## config.mk

```make
export PLATFORM = sky130hd
export DESIGN_NAME = mvm_sched
export DESIGN_NICKNAME = d
export VERILOG_FILES = /design/src/rtl/mvm_sched.sv
export SDC_FILE = /design/constraint.sdc
export NUM_CORES = 1
export LEC_CHECK = 0
export BUFFER_PORTS_ARGS = -buffer_cell sky130_fd_sc_hd__buf_2
export CAP_MARGIN = 0
export CORE_ASPECT_RATIO = 1.25
export CORE_MARGIN = 2
export CORE_UTILIZATION = 29
export CTS_CLUSTER_DIAMETER = 150
export DETAILED_ROUTE_END_ITERATION = 16
export GPL_ROUTABILITY_DRIVEN = 0
export SLEW_MARGIN = 10
export SYNTH_ARGS = -nofsm -noshare
export SYNTH_HDL_FRONTEND = slang
export SYNTH_SLANG_ARGS = --single-unit
```

## constraint.sdc

```tcl
create_clock -name clk -period 5.92 [get_ports clk]
set_input_delay 0.592 -clock clk [delete_from_list [all_inputs] [get_ports clk]]
set_output_delay 0.592 -clock clk [all_outputs]
set_load 0.05 [all_outputs]
```

## src/rtl/mvm_sched.sv

```systemverilog
// mvm_sched: sparsity-aware sequencer for the mvm matrix-vector datapath.
// Loads an activation vector, records its non-zero mask, then for each weight
// row clears the accumulator, issues only non-zero columns and hands off the
// row result.
module mvm_sched #(
    parameter int VEC_LEN = 8,
    parameter int ROWS    = 4,
    parameter int DATA_W  = 8,
    localparam int CW = (VEC_LEN > 1) ? $clog2(VEC_LEN) : 1,
    localparam int RW = (ROWS > 1) ? $clog2(ROWS) : 1
) (
    input  logic              clk,
    input  logic              rst_n,
    input  logic              in_valid,
    input  logic [DATA_W-1:0] in_data,
    output logic              in_ready,
    output logic              acc_clr,
    output logic              mac_en,
    output logic [RW-1:0]     mac_row,
    output logic [CW-1:0]     mac_col,
    output logic [DATA_W-1:0] mac_act,
    output logic              out_valid,
    output logic [RW-1:0]     out_row,
    input  logic              out_ready,
    output logic              vec_done,
    output logic [15:0]       skip_total
);

    typedef enum logic [1:0] {
        LOAD  = 2'd0,
        CLR   = 2'd1,
        ISSUE = 2'd2,
        EMIT  = 2'd3
    } state_t;

    state_t              state_q;
    logic [CW-1:0]       load_idx_q;
    logic [RW-1:0]       row_q;
    logic [CW-1:0]       col_q;
    logic [VEC_LEN-1:0]  mask_q;
    logic [DATA_W-1:0]   vec_q [VEC_LEN];
    logic [15:0]         skip_q;

    logic [CW-1:0]       first_col_d;
    logic                has_first_d;
    logic [CW-1:0]       next_col_d;
    logic                has_next_d;
    logic [16:0]         skip_sum_d;
    logic [15:0]         skip_d;

    // Lowest set mask bit, and lowest set mask bit strictly above col_q
    // (scanning downwards so the lowest match is the one that sticks).
    always_comb begin
        first_col_d = '0;
        has_first_d = 1'b0;
        next_col_d  = '0;
        has_next_d  = 1'b0;
        for (int unsigned i = VEC_LEN; i > 0; i--) begin
            if (mask_q[i-1]) begin
                first_col_d = CW'(i - 1);
                has_first_d = 1'b1;
                if (CW'(i - 1) > col_q) begin
                    next_col_d = CW'(i - 1);
                    has_next_d = 1'b1;
                end
            end
        end
    end

    // Skipped-slot accumulation for one row, clamped at 16'hFFFF.
    always_comb begin
        skip_sum_d = {1'b0, skip_q} + 17'(VEC_LEN) - 17'($countones(mask_q));
        skip_d     = skip_sum_d[16] ? 16'hFFFF : skip_sum_d[15:0];
    end

    // Sequencer state: load, per-row clear/issue/emit, skip accounting.
    always_ff @(posedge clk or negedge rst_n) begin
        if (!rst_n) begin
            state_q    <= LOAD;
            load_idx_q <= '0;
            row_q      <= '0;
            col_q      <= '0;
            mask_q     <= '0;
            skip_q     <= '0;
            for (int unsigned i = 0; i < VEC_LEN; i++) begin
                vec_q[i] <= '0;
            end
        end else begin
            unique case (state_q)
                LOAD: begin
                    if (in_valid) begin
                        vec_q[load_idx_q]  <= in_data;
                        mask_q[load_idx_q] <= (in_data != '0);
                        if (load_idx_q == CW'(VEC_LEN - 1)) begin
                            load_idx_q <= '0;
                            row_q      <= '0;
                            state_q    <= CLR;
                        end else begin
                            load_idx_q <= load_idx_q + CW'(1);
                        end
                    end
                end
                CLR: begin
                    col_q   <= first_col_d;
                    skip_q  <= skip_d;
                    state_q <= has_first_d ? ISSUE : EMIT;
                end
                ISSUE: begin
                    if (has_next_d) begin
                        col_q <= next_col_d;
                    end else begin
                        col_q   <= '0;
                        state_q <= EMIT;
                    end
                end
                EMIT: begin
                    if (out_ready) begin
                        if (row_q == RW'(ROWS - 1)) begin
                            row_q   <= '0;
                            mask_q  <= '0;
                            state_q <= LOAD;
                        end else begin
                            row_q   <= row_q + RW'(1);
                            state_q <= CLR;
                        end
                    end
                end
                default: state_q <= LOAD;
            endcase
        end
    end

    // Output decode from registered state; datapath fields are zeroed when idle.
    // vec_done qualifies the final EMIT with out_ready so it coincides with
    // the accepting handshake rather than trailing it by a cycle.
    always_comb begin
        in_ready   = (state_q == LOAD);
        acc_clr    = (state_q == CLR);
        mac_en     = (state_q == ISSUE);
        mac_row    = (state_q == ISSUE) ? row_q : '0;
        mac_col    = (state_q == ISSUE) ? col_q : '0;
        mac_act    = (state_q == ISSUE) ? vec_q[col_q] : '0;
        out_valid  = (state_q == EMIT);
        out_row    = (state_q == EMIT) ? row_q : '0;
        vec_done   = (state_q == EMIT) && out_ready && (row_q == RW'(ROWS - 1));
        skip_total = skip_q;
    end

endmodule

```

==> impl_metrics.py <==
metrics = {
    "run_status": {
        "outcome": "completed",
    },
    "floorplanning": {
        "rows": 57,
        "die_width_um": 128.9,
        "core_area_um2": 19260,
        "initial_util_pct": 29.37,
        "die_h_um": 160.1,
        "ioPinCount": 48,
        "fp.dieArea_um2": 20640,
    },
    "place": {
        "port-buffer-count": 47,
        "placement.cell_area_um2": 6127,
        "dp.final_hpwl_um": 9102,
        "place_ws_ps": 1210,
        "placed_cells_incl_taps": 774,
    },
    "critical_path": {
        "crit_slowest_cell": "sky130_fd_sc_hd__fa_1",
        "required_ps": 6160,
        "timing.critical_path.mode_cell": "sky130_fd_sc_hd__fa_1",
        "maximum_fanout_along_the_worst_path": 8,
        "setup.worst_path.start_class": "flop",
        "critical_path_arrival_ps": 5040,
        "r2r_start": "mask_q[3]$_DFFE_PN0P_",
        "worst-setup-path-type": "reg2reg",
        "cp_cell_sequence": "inv_1, fa_1, fa_1, inv_1, fa_1, fa_1, inv_1, ha_1, ha_1, fa_1, a211oi_1, o21ai_0, o2111ai_1, a311oi_1, xnor2_1, a21oi_1",
        "critical-path-top-delay-family": "adder cells",
        "critPathMaxStageDelay_ps": 520,
        "critical_path_buffer_and_inverter_count": 3,
        "startpoint": "mask_q[3]$_DFFE_PN0P_",
        "critical_path.endpoint_type": "flop",
    },
    "logic_synthesis": {
        "syn-cell-area_um2": 5655,
        "yosys.area_share.simple_pct": 12.12,
        "postSynthCellCount": 508,
        "synth_compound_gate_area_share_pct": 9.137,
        "synth_top_family_by_area": "multiplexers",
        "synth_edf_count": 0,
        "ys_dominant_reg_cell": "sky130_fd_sc_hd__dfrtp_1",
        "post_synth_num_cell_types": 54,
        "muxShareOfSynthArea_pct": 21.53,
        "yosysWarningCount": 0,
        "synth_fa_ha_area_share_pct": 8.230,
        "synth_area_per_cell_um2": 11.13,
        "sequential_fraction_of_the_synthesis_area_pct": 43.36,
        "syn-num-nets": 553,
        "synth-seq-cells": 98,
        "post_synth_xor_area_fraction_pct": 1.549,
        "share_of_synthesized_registers_carrying_an_async_set_or_reset_pct": 100.0,
    },
    "cts": {
        "tritoncts": "built",
        "ctsResizeCount": 0,
        "cts_inserted_buffers": 9,
        "cts_hold_buf": 0,
        "cts.reportedPaths.clkPinSlew_ps": 70,
        "clock_insertion_delay_at_the_later_pin_of_the_skew_report_ps": 360,
        "clock-root-buffer": "sky130_fd_sc_hd__clkbuf_16",
        "cts_post_setup_buffers_inserted": 0,
        "clock_tree.htree_level_count": 3,
        "clockBufferDepth": 2,
        "cts.sinks": 98,
    },
    "sta": {
        "clock_skew_ps": 9.482,
        "rsz_0062_raised_after_global_routing": "no",
        "setup_total_negative_slack_ps": 0,
        "max-slew-margin-rel_pct": 20.15,
        "timing.fmax_mhz": 208.3,
        "worst_pin_slew_ps": 1198,
        "shortest_clock_period_the_worst_path_allows_after_layout_ps": 4802,
        "final-setup-viol-count": 0,
        "worst_slack_ps": 1118,
        "drv_slew": 0,
        "finalHoldViolCount": 0,
        "final_min_period_over_clock_period_pct": 81.11,
    },
    "global_route": {
        "grt_pass1_vias": 4340,
        "grt_start_max_net_pins": 57,
        "grt_first_pass_wirelength_um": 21510,
        "globalRouteTotalUtil_pct": 13.17,
        "antenna_violations_before_repair": 0,
        "grt.overflow.total": 0,
    },
    "cells_and_area": {
        "layout-drive-gt1-share_pct": 28.16,
        "finalInstanceArea_um2": 6424,
        "post-route-util_pct": 33.36,
        "num_antenna_cells": 0,
        "finalNetCount": 594,
        "layout.cells.most_common_list": "sky130_fd_sc_hd__dfrtp_1 (98), sky130_fd_sc_hd__mux2_2 (65), sky130_fd_sc_hd__nor2_1 (50)",
        "final_common_cell": "sky130_fd_sc_hd__dfrtp_1",
        "fin_cells": 790,
        "syn2layout_area_growth_pct": 13.58,
    },
    "min_path": {
        "class_of_the_tightest_hold_or_removal_check": "in2async",
    },
    "detailed_routing": {
        "via_cell_ratio": 5.166,
        "route.met3.wl_um": 500,
        "drt_drc_violations_left": 0,
        "detail-route-antenna-nets": 0,
        "routed_wl_um": 13190,
        "drt_pass1_iterations": 4,
        "routedWlPerCell_um": 16.70,
        "met2RoutedLength_um": 6879,
        "routed.top_layer": "met4",
        "vias": 4081,
        "initialDrtViolationCount": 189,
        "m1_wire_length_um": 5535,
    },
    "run": {
        "cap_violations": 0,
    },
    "power": {
        "static-leakage-power_nw": 2.984,
        "peakVddDrop_mv": 0.2725,
        "p_per_area_nw_per_um2": 652.3,
    },
}
[worst reg2reg max path: stages (launching register included)]
cell and delay (ps):
sky130_fd_sc_hd__dfrtp_1 480, sky130_fd_sc_hd__inv_1 130, sky130_fd_sc_hd__fa_1 400, sky130_fd_sc_hd__fa_1 510, sky130_fd_sc_hd__inv_1 50, sky130_fd_sc_hd__fa_1 400
sky130_fd_sc_hd__fa_1 520, sky130_fd_sc_hd__inv_1 40, sky130_fd_sc_hd__ha_1 180, sky130_fd_sc_hd__ha_1 210, sky130_fd_sc_hd__fa_1 410, sky130_fd_sc_hd__a211oi_1 310
sky130_fd_sc_hd__o21ai_0 270, sky130_fd_sc_hd__o2111ai_1 340, sky130_fd_sc_hd__a311oi_1 170, sky130_fd_sc_hd__xnor2_1 190, sky130_fd_sc_hd__a21oi_1 80
[per-stage QoR]
| step | power [mW] | hold WS [ps] |
|---|---|---|
| after floorplan | 3.071 | 296.4 |
| after global placement | 3.509 | 482.4 |
| after detailed placement | 3.614 | 490.7 |
| after CTS | 4.220 | 242.9 |
| after global routing | 4.545 | 262.2 |
| final | 4.190 | 217.7 |
[metal layers]
metal	global-route usage [%]	vias to the layer above
met5	0	-
met4	5.435	0
met3	2.781	21
met2	23.59	78
met1	15.01	2083
li1	-	1899
[sequential cells by signal (all words and copies together), names as in the netlist]
signal and count:
vec_q 64, load_idx_q 3, row_q 2, state_q 2
col_q 3, skip_total 16, mask_q 8
[area by class of cell]
type                       count  area [µm²]
clock buffer                  10       239.0
clock inverter                 6       57.56
fill                        1939       12830
inverter                      39       146.4
multi-input combinational    351        2973
sequential                    98        2452
tap                          236       295.3
timing repair buffer          50       260.3
[synth_stat cells, types with 2 or more instances]
library cell / number / area share [%]
sky130_fd_sc_hd__a211oi_1: 2 / 0.27
sky130_fd_sc_hd__a21o_1: 4 / 0.53
sky130_fd_sc_hd__a21oi_1: 17 / 1.5
sky130_fd_sc_hd__a311oi_1: 2 / 0.31
sky130_fd_sc_hd__a31oi_1: 18 / 2.0
sky130_fd_sc_hd__a32o_1: 2 / 0.35
sky130_fd_sc_hd__a41oi_1: 2 / 0.31
sky130_fd_sc_hd__and2_1: 8 / 0.88
sky130_fd_sc_hd__and3_1: 4 / 0.44
sky130_fd_sc_hd__buf_1: 2 / 0.13
sky130_fd_sc_hd__clkbuf_1: 16 / 1.1
sky130_fd_sc_hd__dfrtp_1: 98 / 43
sky130_fd_sc_hd__fa_1: 7 / 2.5
sky130_fd_sc_hd__ha_1: 26 / 5.8
sky130_fd_sc_hd__inv_1: 38 / 2.5
sky130_fd_sc_hd__mux2_2: 65 / 13
sky130_fd_sc_hd__mux2i_1: 11 / 1.9
sky130_fd_sc_hd__mux4_2: 16 / 6.4
sky130_fd_sc_hd__nand2_1: 18 / 1.2
sky130_fd_sc_hd__nand2b_1: 13 / 1.4
sky130_fd_sc_hd__nand3_1: 3 / 0.27
sky130_fd_sc_hd__nor2_1: 50 / 3.3
sky130_fd_sc_hd__nor2b_1: 13 / 1.4
sky130_fd_sc_hd__nor3_1: 19 / 1.7
sky130_fd_sc_hd__nor3_2: 3 / 0.53
sky130_fd_sc_hd__nor4_1: 3 / 0.33
sky130_fd_sc_hd__o21a_1: 2 / 0.27
sky130_fd_sc_hd__o21ai_0: 9 / 0.80
sky130_fd_sc_hd__o21ai_1: 2 / 0.18
sky130_fd_sc_hd__o311ai_0: 2 / 0.31
sky130_fd_sc_hd__or3_1: 2 / 0.22
sky130_fd_sc_hd__xnor2_1: 7 / 1.1
sky130_fd_sc_hd__xor2_1: 3 / 0.46
[worst paths after layout]
| path | slack, ps | cells after the start | to |
|---|---|---|---|
| setup / recovery | 1120 | 16 | skip_total[15]$_DFFE_PN0P_ |
| hold / removal | 220 | 1 | skip_total[7]$_DFFE_PN0P_ |
| setup reg to reg | 1120 | 16 | skip_total[15]$_DFFE_PN0P_ |
| hold reg to reg | 500 | 1 | vec_q[63]$_DFFE_PN0P_ |
| max in group asynchronous | 4520 | 2 | load_idx_q[2]$_DFFE_PN0P_ |
| min in group clk | 500 | 1 | vec_q[63]$_DFFE_PN0P_ |
[where the power goes]
part,total (mW),switching [mW],internal [mW]
Combinational,2.40,1.39,1.01
Sequential,1.20,0.259,0.936
Clock,0.594,0.286,0.308
Total,4.19,1.93,2.26
[cell families after synthesis]
family,after synthesis
compound gates,76
xor+xnor,10
buf+inv,59
fa+ha+maj,33
mux,93
flops,98
simple gates,139
(Power assumes the default switching activity.)
